==> config.mk <==
export PLATFORM = sky130hd
export DESIGN_NAME = hidden_cpu_feeder_flat
export DESIGN_NICKNAME = d
export VERILOG_FILES = /design/src/rtl/hidden_cpu_feeder_pkg.sv /design/src/rtl/hidden_cpu_feeder_if.sv /design/src/rtl/hidden_cpu_clkgen.sv /design/src/rtl/hidden_cpu_feeder.sv /design/src/flat_wrapper.sv
export SDC_FILE = /design/constraint.sdc
export NUM_CORES = 1
export LEC_CHECK = 0
export CAP_MARGIN = 20
export CORE_ASPECT_RATIO = 1.75
export CORE_UTILIZATION = 45
export DETAILED_ROUTE_END_ITERATION = 8
export GPL_ROUTABILITY_DRIVEN = 0
export PLACE_DENSITY = 0.79
export SLEW_MARGIN = 20
export SYNTH_ARGS = -nofsm -noshare
export SYNTH_HDL_FRONTEND = slang
export SYNTH_SLANG_ARGS = --single-unit
==> constraint.sdc <==
create_clock -name clk -period 2.3 [get_ports clk]
set_clock_uncertainty 0.2 [all_clocks]
set_input_delay 0.46 -clock clk [delete_from_list [all_inputs] [get_ports clk]]
set_output_delay 0.46 -clock clk [all_outputs]
set_load 0.01 [all_outputs]
==> src/rtl/hidden_cpu_feeder_pkg.sv <==
// Shared types and constants for the tiny-CPU pin feeder.
package hidden_cpu_feeder_pkg;

  typedef enum logic [2:0] {
    S_IDLE, S_RSTLO, S_RSTHI, S_LOAD, S_CLKLO, S_CLKHI, S_CHECK, S_DONE
  } state_e;

  // CPU opcodes carried in prog_data[1:0]
  localparam logic [1:0] OP_ADD    = 2'b00;
  localparam logic [1:0] OP_SUB    = 2'b01;
  localparam logic [1:0] OP_BRANCH = 2'b10;
  localparam logic [1:0] OP_TOGGLE = 2'b11;

  // Bit positions on the CPU input pins
  localparam int CPU_CLK_BIT = 0;
  localparam int CPU_RST_BIT = 1;
  localparam int OP_LSB      = 2;

  localparam logic [7:0] PIN_CLK = 8'h01 << CPU_CLK_BIT;
  localparam logic [7:0] PIN_RST = 8'h01 << CPU_RST_BIT;

  function automatic logic [7:0] sat_inc8(logic [7:0] v);
    return (v == 8'hFF) ? v : v + 8'd1;
  endfunction

endpackage

==> src/rtl/hidden_cpu_feeder_if.sv <==
// Host/CPU-pin bundle for hidden_cpu_feeder.
// HIDDENCPU_FEEDER_TRACE_EN adds the trace_valid/trace_data signals.
interface hidden_cpu_feeder_if #(parameter int DEPTH = 16);
  localparam int AW = $clog2(DEPTH);

  logic          prog_we;
  logic [AW-1:0] prog_addr;
  logic [5:0]    prog_data;
  logic [AW:0]   prog_len;
  logic [7:0]    step_limit;
  logic          start;
  logic [7:0]    cpu_in;
  logic [7:0]    cpu_out;
  logic          busy;
  logic          done;
  logic          err;
  logic [7:0]    last_out;
  logic [7:0]    steps;
`ifdef HIDDENCPU_FEEDER_TRACE_EN
  logic          trace_valid;
  logic [15:0]   trace_data;

  modport master (output prog_we, prog_addr, prog_data, prog_len, step_limit, start, cpu_out,
                  input  cpu_in, busy, done, err, last_out, steps, trace_valid, trace_data);
  modport slave  (input  prog_we, prog_addr, prog_data, prog_len, step_limit, start, cpu_out,
                  output cpu_in, busy, done, err, last_out, steps, trace_valid, trace_data);
`else
  modport master (output prog_we, prog_addr, prog_data, prog_len, step_limit, start, cpu_out,
                  input  cpu_in, busy, done, err, last_out, steps);
  modport slave  (input  prog_we, prog_addr, prog_data, prog_len, step_limit, start, cpu_out,
                  output cpu_in, busy, done, err, last_out, steps);
`endif
endinterface

==> src/rtl/hidden_cpu_clkgen.sv <==
// Half-period phase counter: phase_done fires on the last clock of each
// HALF_PERIOD-long phase while en is high; the count restarts at 0 after
// every strobe or whenever en drops.
module hidden_cpu_clkgen #(
  parameter int HALF_PERIOD = 2
) (
  input  logic clk,
  input  logic rst,
  input  logic en,
  output logic phase_done
);
  localparam int CW = (HALF_PERIOD > 1) ? $clog2(HALF_PERIOD) : 1;
  localparam logic [CW-1:0] LAST = CW'(HALF_PERIOD - 1);

  logic [CW-1:0] cnt_q, cnt_d;

  assign phase_done = en && (cnt_q == LAST);

  // Advance within a phase, restart at phase boundaries or when idle
  always_comb begin
    cnt_d = cnt_q + CW'(1);
    if (!en || phase_done) cnt_d = '0;
  end

  // Counter register
  always_ff @(posedge clk) begin
    if (rst) cnt_q <= '0;
    else     cnt_q <= cnt_d;
  end
endmodule

==> src/rtl/hidden_cpu_feeder.sv <==
// Host-side driver for the 8-pin tiny CPU: holds a small program, generates
// the CPU clock/reset pins, presents one instruction per CPU cycle and uses
// the CPU's output pins as the PC for the next fetch.
// Optional macro HIDDENCPU_FEEDER_TRACE_EN adds a per-cycle trace strobe.
module hidden_cpu_feeder
  import hidden_cpu_feeder_pkg::*;
#(
  parameter int DEPTH       = 16,
  parameter int HALF_PERIOD = 2,
  parameter int RST_CYCLES  = 2
) (
  input  logic               clk,
  input  logic               rst,
  hidden_cpu_feeder_if.slave bus
);
  localparam int AW = $clog2(DEPTH);
  localparam logic [AW:0] LEN_MAX = (AW+1)'(DEPTH);

  state_e      state_q, state_d;
  logic [7:0]  cpu_in_q, cpu_in_d;
  logic [7:0]  last_out_q, last_out_d;
  logic [7:0]  steps_q, steps_d;
  logic [7:0]  rcnt_q, rcnt_d;
  logic        busy_q, busy_d, done_q, done_d, err_q, err_d;
  logic [5:0]  mem_q [DEPTH];
  logic [AW:0] len_eff;
  logic        pc_bad;
  logic        phase_en, phase_done;

  hidden_cpu_clkgen #(.HALF_PERIOD(HALF_PERIOD)) u_clkgen (
    .clk        (clk),
    .rst        (rst),
    .en         (phase_en),
    .phase_done (phase_done)
  );

  // Only the timed pin phases run the half-period counter
  assign phase_en = state_q inside {S_RSTLO, S_RSTHI, S_CLKLO, S_CLKHI};
  // A length beyond the store size is treated as the full store
  assign len_eff  = (bus.prog_len > LEN_MAX) ? LEN_MAX : bus.prog_len;
  assign pc_bad   = {1'b0, bus.cpu_out} >= 9'(len_eff);

  // Program store: writable only while no run is in flight
  always_ff @(posedge clk) begin
    if (bus.prog_we && (state_q == S_IDLE || state_q == S_DONE))
      mem_q[bus.prog_addr] <= bus.prog_data;
  end

  // Run sequencer: reset pulses, then fetch/clock/check per CPU cycle
  always_comb begin
    state_d    = state_q;
    cpu_in_d   = cpu_in_q;
    last_out_d = last_out_q;
    steps_d    = steps_q;
    rcnt_d     = rcnt_q;
    busy_d     = busy_q;
    done_d     = done_q;
    err_d      = err_q;
    unique case (state_q)
      S_IDLE, S_DONE: begin
        if (bus.start) begin
          done_d   = 1'b0;
          err_d    = 1'b0;
          steps_d  = '0;
          busy_d   = 1'b1;
          rcnt_d   = '0;
          cpu_in_d = PIN_RST;
          state_d  = S_RSTLO;
        end
      end
      S_RSTLO: begin
        if (phase_done) begin
          cpu_in_d = PIN_RST | PIN_CLK;
          state_d  = S_RSTHI;
        end
      end
      S_RSTHI: begin
        if (phase_done) begin
          if (rcnt_q == 8'(RST_CYCLES - 1)) begin
            cpu_in_d = '0;
            state_d  = S_LOAD;
          end else begin
            rcnt_d   = rcnt_q + 8'd1;
            cpu_in_d = PIN_RST;
            state_d  = S_RSTLO;
          end
        end
      end
      S_LOAD: begin
        cpu_in_d = '0;
        if (pc_bad) begin
          err_d   = 1'b1;
          done_d  = 1'b1;
          busy_d  = 1'b0;
          state_d = S_DONE;
        end else begin
          cpu_in_d[7:OP_LSB] = mem_q[bus.cpu_out[AW-1:0]];
          state_d            = S_CLKLO;
        end
      end
      S_CLKLO: begin
        if (phase_done) begin
          cpu_in_d[CPU_CLK_BIT] = 1'b1;
          state_d               = S_CLKHI;
        end
      end
      S_CLKHI: begin
        if (phase_done) begin
          cpu_in_d[CPU_CLK_BIT] = 1'b0;
          last_out_d            = bus.cpu_out;
          steps_d               = sat_inc8(steps_q);
          state_d               = S_CHECK;
        end
      end
      S_CHECK: begin
        if (bus.step_limit != 8'd0 && steps_q == bus.step_limit) begin
          cpu_in_d = '0;
          busy_d   = 1'b0;
          done_d   = 1'b1;
          state_d  = S_DONE;
        end else begin
          state_d = S_LOAD;
        end
      end
      default: state_d = S_IDLE;
    endcase
  end

  // State and output registers
  always_ff @(posedge clk) begin
    if (rst) begin
      state_q    <= S_IDLE;
      cpu_in_q   <= '0;
      last_out_q <= '0;
      steps_q    <= '0;
      rcnt_q     <= '0;
      busy_q     <= 1'b0;
      done_q     <= 1'b0;
      err_q      <= 1'b0;
    end else begin
      state_q    <= state_d;
      cpu_in_q   <= cpu_in_d;
      last_out_q <= last_out_d;
      steps_q    <= steps_d;
      rcnt_q     <= rcnt_d;
      busy_q     <= busy_d;
      done_q     <= done_d;
      err_q      <= err_d;
    end
  end

  assign bus.cpu_in   = cpu_in_q;
  assign bus.busy     = busy_q;
  assign bus.done     = done_q;
  assign bus.err      = err_q;
  assign bus.last_out = last_out_q;
  assign bus.steps    = steps_q;

`ifdef HIDDENCPU_FEEDER_TRACE_EN
  logic trace_valid_q, trace_valid_d;

  // Strobe for the single CHECK clock of each CPU cycle
  always_comb begin
    trace_valid_d = (state_d == S_CHECK);
  end

  // Trace strobe register
  always_ff @(posedge clk) begin
    if (rst) trace_valid_q <= 1'b0;
    else     trace_valid_q <= trace_valid_d;
  end

  assign bus.trace_valid = trace_valid_q;
  assign bus.trace_data  = {steps_q, last_out_q};
`endif
endmodule

==> src/flat_wrapper.sv <==
// flat-port wrapper written by rule: the top's interface ports become plain ports
module hidden_cpu_feeder_flat import hidden_cpu_feeder_pkg::*;
#(
  parameter int DEPTH       = 16,
  parameter int HALF_PERIOD = 2,
  parameter int RST_CYCLES  = 2
)
  (clk, rst, bus_prog_we, bus_prog_addr, bus_prog_data, bus_prog_len, bus_step_limit, bus_start, bus_cpu_out, bus_cpu_in, bus_busy, bus_done, bus_err, bus_last_out, bus_steps);
  hidden_cpu_feeder_if #(.DEPTH(DEPTH)) bus_i ();
  input  logic clk;
  input  logic rst;
  input wire logic [$bits(bus_i.prog_we)-1:0] bus_prog_we;
  input wire logic [$bits(bus_i.prog_addr)-1:0] bus_prog_addr;
  input wire logic [$bits(bus_i.prog_data)-1:0] bus_prog_data;
  input wire logic [$bits(bus_i.prog_len)-1:0] bus_prog_len;
  input wire logic [$bits(bus_i.step_limit)-1:0] bus_step_limit;
  input wire logic [$bits(bus_i.start)-1:0] bus_start;
  input wire logic [$bits(bus_i.cpu_out)-1:0] bus_cpu_out;
  output wire logic [$bits(bus_i.cpu_in)-1:0] bus_cpu_in;
  output wire logic [$bits(bus_i.busy)-1:0] bus_busy;
  output wire logic [$bits(bus_i.done)-1:0] bus_done;
  output wire logic [$bits(bus_i.err)-1:0] bus_err;
  output wire logic [$bits(bus_i.last_out)-1:0] bus_last_out;
  output wire logic [$bits(bus_i.steps)-1:0] bus_steps;
  assign bus_i.prog_we = bus_prog_we;
  assign bus_i.prog_addr = bus_prog_addr;
  assign bus_i.prog_data = bus_prog_data;
  assign bus_i.prog_len = bus_prog_len;
  assign bus_i.step_limit = bus_step_limit;
  assign bus_i.start = bus_start;
  assign bus_i.cpu_out = bus_cpu_out;
  assign bus_cpu_in = bus_i.cpu_in;
  assign bus_busy = bus_i.busy;
  assign bus_done = bus_i.done;
  assign bus_err = bus_i.err;
  assign bus_last_out = bus_i.last_out;
  assign bus_steps = bus_i.steps;
  hidden_cpu_feeder #(.DEPTH(DEPTH), .HALF_PERIOD(HALF_PERIOD), .RST_CYCLES(RST_CYCLES)) u_core (.clk(clk), .rst(rst), .bus(bus_i));
endmodule
# After elaboration in Yosys (flattened, before gate mapping)
# Memory sizes are Yosys's and may differ from the RTL's.
# Cells that the tools add are included.
[word_totals]
register_bits = 39
latch_bits = 0
ram_bits = 96
romBits = 0
memories = 1
[mem_list]
columns = ["name", "words", "word_bits", "rd", "rd_ports_with_merged_regs", "write_ports", "line", "rtl"]
rows = [
  ["u_core.mem_q", 16, 6, 1, 0, 1, "hidden_cpu_feeder.sv:25", "logic [5:0] mem_q [DEPTH];"],
]
[classes]
add_sub_neg = 3
mul = 0
div_mod_pow = 0
n_lt_le_gt_ge = 2
n_eq_ne = 19
shifts = 0
muxes = 38
bitwise = 0
n_reduce_logical = 24
[ops]
columns = ["cell", "count"]
rows = [
  ["8-bit 2-to-1 mux", 9],
  ["7-bit one-hot mux with 5 select lines", 1],
  ["8-bit one-hot mux with 2 select lines", 2],
  ["3-bit one-hot mux with 7 select lines", 1],
  ["3-bit 2-to-1 mux", 6],
  ["8-bit by 1-bit adder with 8-bit output (second input constant)", 2],
  ["2-bit != test (second input constant)", 7],
  ["3-bit == test (second input constant)", 4],
  ["4-bit AND reduction", 3],
  ["1-bit 2-to-1 mux", 10],
  ["5-bit AND reduction", 2],
  ["8-bit by 1-bit == test with 1-bit output (second input constant)", 1],
  ["8-bit == test", 1],
  ["8-bit == test (second input constant)", 1],
  ["8-bit by 5-bit greater-or-equal comparator with 1-bit output", 1],
  ["8-bit nonzero test", 1],
  ["1-bit one-hot mux with 7 select lines", 1],
  ["3-bit by 2-bit == test with 1-bit output (second input constant)", 2],
  ["2-bit 2-to-1 mux", 3],
  ["6-bit 2-to-1 mux", 1],
  ["1-bit one-hot mux with 3 select lines", 2],
  ["6-bit AND reduction", 1],
  ["2-bit nonzero test", 3],
  ["5-bit greater-than comparator (second input constant)", 1],
  ["other kinds (15)", 20],
]

# Logic depth before layout (Yosys ltp)
# Gate-level depths: netlist (run 1).
[logic_depth]
word_depth = 5
ltp_mapped = 10
ltp_nobuf = 9

# Cells and area by module
# From an unflattened synthesis (run 1), not the netlist that was laid out.
[unflattened]
hier_cells = 424
area_unflattened_um2 = 5815.6
[by_module_without_submodules]
columns = ["mod", "n_inst", "cells_each", "area_each_um2"]
rows = [
  ["hidden_cpu_feeder", 1, 421, 5775.5],
  ["hidden_cpu_clkgen", 1, 3, 40.0],
]

# Worst setup path after synthesis (run 1)
# Ideal clock, no wire load.
[synth_timing]
kind = "register to register"
from = "register u_core.state_q[2]"
to = "memory u_core.mem_q[0][0], enable pin"
setup_time_ns = 0.377
t_arrival_ns = 1.796
required_ns = 1.723
slack_ns = -0.073
path_stages_with_launch = 7
period_less_slack_ns = 2.373
path_cell_list = "dfxtp_1 > buf_2 > or3_1 > nand2_1 > nand2_1 > or3_1 > nor3_1"
[synth_between]
elab_chain_len = 5
elab_cells_between_ends = 6
[synth_rtl]
columns = ["item", "line", "rtl"]
rows = [
  ["start, declared", "hidden_cpu_feeder.sv:19", "state_e state_q, state_d;"],
  ["start signal, assigned", "hidden_cpu_feeder.sv:141", "state_q <= state_d;"],
  ["3-bit == test or 3-bit logical NOT (tied branches)", "hidden_cpu_feeder.sv:45", "if (bus.prog_we && (state_q == S_IDLE || state_q == S_DONE))"],
  ["1-bit logical OR (*)", "hidden_cpu_feeder.sv:45", ""],
  ["1-bit logical AND (*)", "hidden_cpu_feeder.sv:45", ""],
  ["1-bit 2-to-1 mux (*)", "hidden_cpu_feeder.sv:45", ""],
  ["1-bit 2-to-1 mux (not written as such) (*)", "hidden_cpu_feeder.sv:46", "mem_q[bus.prog_addr] <= bus.prog_data;"],
  ["end, declared", "hidden_cpu_feeder.sv:25", ""],
]
# Every way passes the cells marked *; elsewhere a longest branch is shown, timed or not.

# Worst setup path after layout (run 1)
[layout_timing]
from = "register u_core.state_q[0]"
to = "memory u_core.mem_q[0][5], enable pin"
# Same word-level chain as after synthesis.

==> results of run 1 <==
## cells in the mapped netlist, drive strengths merged (4+ instances only)
cell     number  area [sq um]
inv           5         18.77
edfxtp       96          2883
o21ai         8         40.04
a21oi        25         125.1
nor2b         5         31.28
clkbuf        9         35.03
nand3         8         40.04
nand4        10         62.56
dfxtp        39         780.8
o2bb2ai       6         52.55
nor4          6         43.79
buf          11         83.83
mux4         30         743.2
nand2b        4         25.02
nand2        47         176.4
clkinv        6         22.52
nor3          8         40.04
nor2         46         172.7
xor2         17         148.9
ha            8         100.1
## state kept, by name, summed over array words and instances, names as in the netlist
name                   count
u_core.rcnt_q              8
u_core.bus.last_out        8
u_core.bus.steps           8
u_core.bus.cpu_in          8
u_core.bus.err             1
u_core.bus.busy            1
u_core.mem_q              96
u_core.state_q             3
u_core.u_clkgen.cnt_q      1
u_core.bus.done            1
## layout make-up
| class | instances | share of cell area |
|---|---|---|
| well taps | 171 | 0.02783 |
| clock buffers | 18 | 0.05583 |
| clock inverters | 14 | 0.01823 |
| diodes | 1 | 0.0003255 |
| inverters | 11 | 0.005371 |
| multi-input cells | 262 | 0.2878 |
| repair buffers | 109 | 0.1281 |
| flip-flops and latches | 135 | 0.4766 |
## metal layers
metal | vias to the layer above | GRT usage | wire (microns)
li1 | 1856 | - | -
met1 | 2006 | 0.2364 | 5128
met2 | 223 | 0.4168 | 8138
met3 | 62 | 0.05475 | 824
met4 | 0 | 0.1229 | 759
met5 | - | 0 | 0
## cells by family (layout without fill, tap and decap cells)
logic type               Yosys count  count (layout)  share of synthesized area
buffers and inverters             31             152                    0.02703
adder cells (fa/ha/maj)            8               8                    0.01689
flip-flops                       135             135                     0.6182
other                              0               1                          0
XOR/XNOR                          19              19                    0.02808
AO/OA/AOI/OAI                     55              55                    0.06292
AND/OR/NAND/NOR                  148             148                     0.1180
multiplexers                      32              32                     0.1288
## path summary, 6_finish.rpt
check        slack (ns)                      to              startpoint  depth (start not counted)
min                0.25  u_core.bus.last_out[4]  u_core.bus.last_out[4]                          2
max reg2reg        0.03      u_core.mem_q[0][5]       u_core.state_q[0]                          6
max                0.03      u_core.mem_q[0][5]       u_core.state_q[0]                          6
min reg2reg        0.25  u_core.bus.last_out[4]  u_core.bus.last_out[4]                          2
## stage by stage
stage               TNS [ns]  cell area [sq um]  total power [W]  hold slack [ns]  std cells
detailed placement    -6.466               7002         0.003435           0.2485        687
finish                     0               7687         0.006033           0.2542        721
global route        -0.07133               7685         0.006222           0.2726        720
CTS                        0               7617         0.006028           0.2562        720
global placement      -5.392               7002         0.003405           0.2428        687
floorplan                  0               5939         0.003111           0.2801        428
## power groups by stage
stage | sequential [W] | combinational, W | clock, W
floorplan | 0.00274 | 0.000375 | 0
global placement | 0.00274 | 0.000666 | 0
detailed placement | 0.00274 | 0.000693 | 0
CTS | 0.00269 | 0.000710 | 0.00263
global route | 0.00270 | 0.000798 | 0.00273
finish | 0.00269 | 0.000743 | 0.00260
## worst reg2reg max path, stage by stage (launching register included)
cell and delay, ns:
sky130_fd_sc_hd__dfxtp_1 0.35, sky130_fd_sc_hd__or3_1 0.41, sky130_fd_sc_hd__nand2_1 0.17, sky130_fd_sc_hd__nand2_1 0.11, sky130_fd_sc_hd__or3_1 0.41, sky130_fd_sc_hd__nor3_2 0.13, sky130_fd_sc_hd__buf_4 0.20
## repair_timing
item                       CTS  global route
setup buffers                1             0
setup endpoints to repair    9            20
pin swaps                    2             3
hold endpoints to repair     0             0
resized for setup           12            16
==> impl_metrics.yaml, run 1 <==
cts:
  max-clock-path-buffers: 2
  cts_hold_repair.buffers: 0
  cts_tree: "built"
  clock_insertion_delay_worst_skew_ns: 0.42
  clock-root-buffer: "sky130_fd_sc_hd__clkbuf_16"
  cts_buffers: 17
  htreeDepth: 4
  cts.sink_count: 135
  cts.reportedPaths.clkPinSlew_ns: 0.06
synthesis:
  synthDistinctLibCells: 49
  syn-num-nets: 471
  synth_top_flop_cell: "sky130_fd_sc_hd__edfxtp_1"
  synthArstFlopShare: 0
  synth-seq-area-share: 0.6182
  post_synthesis_mean_instance_area_sq_um: 13.85
  post_synth_inst_count: 428
  number_of_flops_mapped_to_enable_cells_by_yosys: 96
  yosysWarnings: 0
  synth.ff_latch_count: 135
  synth_area_sq_um: 5926
timing:
  pnr_worst_setup_slack_ns: 0.03130
  hold_violations: 0
  timing.final.crit_share: 0.9864
  post-route-min-period_ns: 2.269
  setup_viols_final: 0
  tightestPinTransition_ns: 0.5698
  drv_slew: 0
  relative_max_transition_margin: 0.6189
  fmax_mhz: 440.8
outcome:
  run_status: "complete, no violations"
critical_path:
  crit_arrival_ns: 2.19
  cpPeakStageDelay_ns: 0.41
  cp.buffers_inverters: 1
  crit_slowest_cell: "sky130_fd_sc_hd__or3_1"
  worst_setup_path_end_kind: "flip-flop"
  path_class: "reg -> reg"
  critical_path_required_ns: 2.22
  timing.critical_path.max_delay_family: "simple AND/OR/NAND/NOR gates"
  crit_path_max_fanout: 6
  cp-start-kind: "flip-flop"
  crit_path_cell_trace: "or3_1 -> nand2_1 -> nand2_1 -> or3_1 -> nor3_2 -> buf_4"
drt:
  first_pass_iters: 5
  post_detailed_route_wirelength_per_cell_microns: 20.60
  drt-initial-drc-count: 208
  num_vias: 4147
  postRouteAntennaNets: 0
  drt-total-wl_microns: 14850
  drc_errors: 0
  vias_per_cell: 5.752
placement:
  io_buffer_count: 61
  dp_hpwl_microns: 10360
  detailedPlace.worstSlack_ns: -0.5566
power:
  power.combinational.fraction: 0.123
  seq_power_share: 0.447
  p_leak_nw: 2.731
  power.share.clock: 0.430
  power_switching_w: 0.001524
  power.density_cell_area_nw_per_um2: 784.7
  internal_power_w: 0.004509
  power.share.switching: 0.2526
  irDropWorstVdd_mv: 0.6543
grt:
  grt_antenna_before_repair: 0
  global_route_wire_length_before_repair_microns: 22580
  vias_in_the_first_global_route: 4261
  grt.total_usage: 0.2304
  maximum_number_of_pins_on_one_net_before_global_route_repair: 24
  grt_overflow: 0
die:
  design.core.area_sq_um: 12870
  floorplan.initialDensity: 0.4605
  fp.dieH_microns: 153.8
  rows: 55
  dieArea_sq_um: 13650
  die_x_microns: 88.75
  design.portCount: 62
finish:
  total_area_of_multi_input_combinational_cells_sq_um: 2212
  area.sequential_sq_um: 3664
  final_nets: 579
  layout-area-overhead-vs-synth_pct: 29.73
  nFillCells: 963
  mostFrequentLayoutCells: "sky130_fd_sc_hd__edfxtp_1 (96), sky130_fd_sc_hd__clkdlybuf4s50_1 (56), sky130_fd_sc_hd__buf_4 (46), sky130_fd_sc_hd__nand2_1 (44), sky130_fd_sc_hd__nor2_1 (44)"
  fin_util: 0.5974
  layout-drive-gt1-share: 0.2149
  mostFrequentLayoutCell: "sky130_fd_sc_hd__edfxtp_1"
flow_run:
  drv_cap: 0
hold_path:
  hold_path.class: "reg -> reg"
Note: power is estimated with default switching activity, not from simulation.
==> run 2: changes to the inputs <==
SKIP_LAST_GASP = 1   (was not set)
==> run 2 against run 1 <==
  * Cell count is the same
  * Non-clock buffer count is the same
  * Design area is essentially flat
  * Largest cell class unchanged
  * Worst setup slack lost 0.0037 ns
  * Critical path type is now in -> reg
  * Global-route usage is the same
  * Via count is essentially flat
==> impl_metrics.yaml, run 2 (synthesis gave the netlist of run 1 again) <==
critical_path:
  path_class: "in -> reg"
  timing.critical_path.max_delay_family: "buffers and inverters"
  worst_setup_path_end_kind: "flip-flop"
  critical_path_required_ns: 2.42
  reg2reg_slack_ns: 0.03
  crit_path_cell_trace: "clkdlybuf4s50_1 -> nand2_1 -> ha_4 -> a31oi_2 -> nor2b_2 -> o31ai_4 -> nand2_2 -> buf_4 -> a21oi_2 -> a2111oi_2"
  cpPeakStageDelay_ns: 0.51
  cp-start-kind: "input pin"
  cp.buffers_inverters: 2
  crit_arrival_ns: 2.39
  crit_slowest_cell: "sky130_fd_sc_hd__clkdlybuf4s50_1"
  crit_path_max_fanout: 5
finish:
  flip_flop_count_of_the_largest_register_all_copies_and_words_added: 96
  largest-register: "u_core.mem_q"
  nFillCells: 965
  fin_util: 0.5972
  final_cell_count_without_fillers: 721
  final_nets: 579
  mostFrequentLayoutCells: "sky130_fd_sc_hd__edfxtp_1 (96), sky130_fd_sc_hd__clkdlybuf4s50_1 (56), sky130_fd_sc_hd__buf_4 (46), sky130_fd_sc_hd__nand2_1 (45), sky130_fd_sc_hd__nor2_1 (44)"
  layout-area-overhead-vs-synth_pct: 29.69
  layout-drive-gt1-share: 0.2131
  mostFrequentLayoutCell: "sky130_fd_sc_hd__edfxtp_1"
placement:
  dp_hpwl_microns: 10360
  detailedPlace.worstSlack_ns: -0.5566
  placed_cells_incl_taps: 687
  io_buffer_count: 61
power:
  p_leak_nw: 2.731
  power.share.switching: 0.2526
  power.density_cell_area_nw_per_um2: 784.9
  internal_power_w: 0.004508
  total_power_w: 0.006032
  irDropWorstVdd_mv: 0.6543
  power.share.clock: 0.430
  power.combinational.fraction: 0.123
  seq_power_share: 0.447
  power_switching_w: 0.001523
timing:
  setup_viols_final: 0
  drv_slew: 0
  post-route-min-period_ns: 2.272
  hold_violations: 0
  relative_max_transition_margin: 0.6189
  hold_ws_ns: 0.2547
  grt_setup_unrepaired: "yes"
  timing.final.crit_share: 0.9880
  fmax_mhz: 440.1
  pnr_worst_setup_slack_ns: 0.02757
  tightestPinTransition_ns: 0.5698
die:
  design.core.area_sq_um: 12870
  design.portCount: 62
  die_x_microns: 88.75
  rows: 55
  floorplan.initialDensity: 0.4605
  fp.dieH_microns: 153.8
  dieArea_sq_um: 13650
drt:
  postRouteAntennaNets: 0
  drt-initial-drc-count: 208
  post_detailed_route_wirelength_per_cell_microns: 20.61
  drt-total-wl_microns: 14860
  vias_per_cell: 5.757
  drc_errors: 0
  first_pass_iters: 5
  num_vias: 4151
grt:
  global_route_wire_length_before_repair_microns: 22580
  grt_overflow: 0
  grt.total_usage: 0.2304
  grt_antenna_before_repair: 0
  vias_in_the_first_global_route: 4261
  maximum_number_of_pins_on_one_net_before_global_route_repair: 24
cts:
  cts_tree: "built"
  htreeDepth: 4
  max-clock-path-buffers: 2
  clock-root-buffer: "sky130_fd_sc_hd__clkbuf_16"
  clock_insertion_delay_worst_skew_ns: 0.42
  cts.reportedPaths.clkPinSlew_ns: 0.06
  cts_buffers: 17
  cts.sink_count: 135
hold_path:
  hold_path.class: "reg -> reg"
flow_run:
  drv_cap: 0
outcome:
  run_status: "complete, no violations"
[run 2: cell counts in the layout (fill, tap and decap cells not counted)]
No cell type changed its count.
[run 2: metrics by stage]
step | setup TNS (ns) | area [sq um]
5_1_grt | -0.1095 | 7682
6_report | 0 | 7685
3_5_place_dp | -6.466 | 7002
4_1_cts | 0 | 7617
3_3_place_gp | -5.392 | 7002
2_1_floorplan | 0 | 5939
[run 2: repair_timing]
action | CTS | global route
setup endpoints to repair | 9 | 20
resized for setup | 12 | 15
buffers inserted | 1 | 0
hold buffers | 0 | 0
pin swaps | 2 | 3
[run 2: per-layer routing]
| metal | global-route usage | up-vias | routed length, microns |
|---|---|---|---|
| li1 | - | 1855 | - |
| met1 | 0.2364 | 2006 | 5093 |
| met2 | 0.4168 | 227 | 8143 |
| met3 | 0.05475 | 63 | 858 |
| met4 | 0.1229 | 0 | 761 |
| met5 | 0 | - | 0 |
[run 2: power by group through the flow]
stage	Combinational, W	Sequential [W]	Clock [W]
floorplan	0.000375	0.00274	0
global placement	0.000666	0.00274	0
detailed placement	0.000693	0.00274	0
CTS	0.000710	0.00269	0.00263
global route	0.000797	0.00270	0.00273
finish	0.000743	0.00269	0.00259
[run 2: worst paths after layout]
check                               from                     end  cells past startpoint
setup / recovery         bus_prog_len[2]          u_core.bus.err                     10
hold / removal    u_core.bus.last_out[4]  u_core.bus.last_out[4]                      2
setup reg to reg       u_core.state_q[0]      u_core.mem_q[0][5]                      6
hold reg to reg   u_core.bus.last_out[4]  u_core.bus.last_out[4]                      2
[run 2: layout make-up]
cell class | count | area (sq um) | area share
clock inverters | 14 | 140.1 | 0.01824
well taps | 171 | 214.0 | 0.02784
inverters | 11 | 41.29 | 0.005373
flip-flops and latches | 135 | 3664 | 0.4767
repair buffers | 109 | 984.7 | 0.1281
clock buffers | 18 | 429.2 | 0.05585
multi-input cells | 262 | 2210 | 0.2875
diodes | 1 | 2.502 | 0.0003256
[run 2: worst register-to-register path: cells and delay by family, from the launching register on]
| kind | cells | cell delay [ns] |
|---|---|---|
| and+or+nand+nor | 5 | 1.23 |
| buffers and inverters | 1 | 0.20 |
| DFF | 1 | 0.35 |
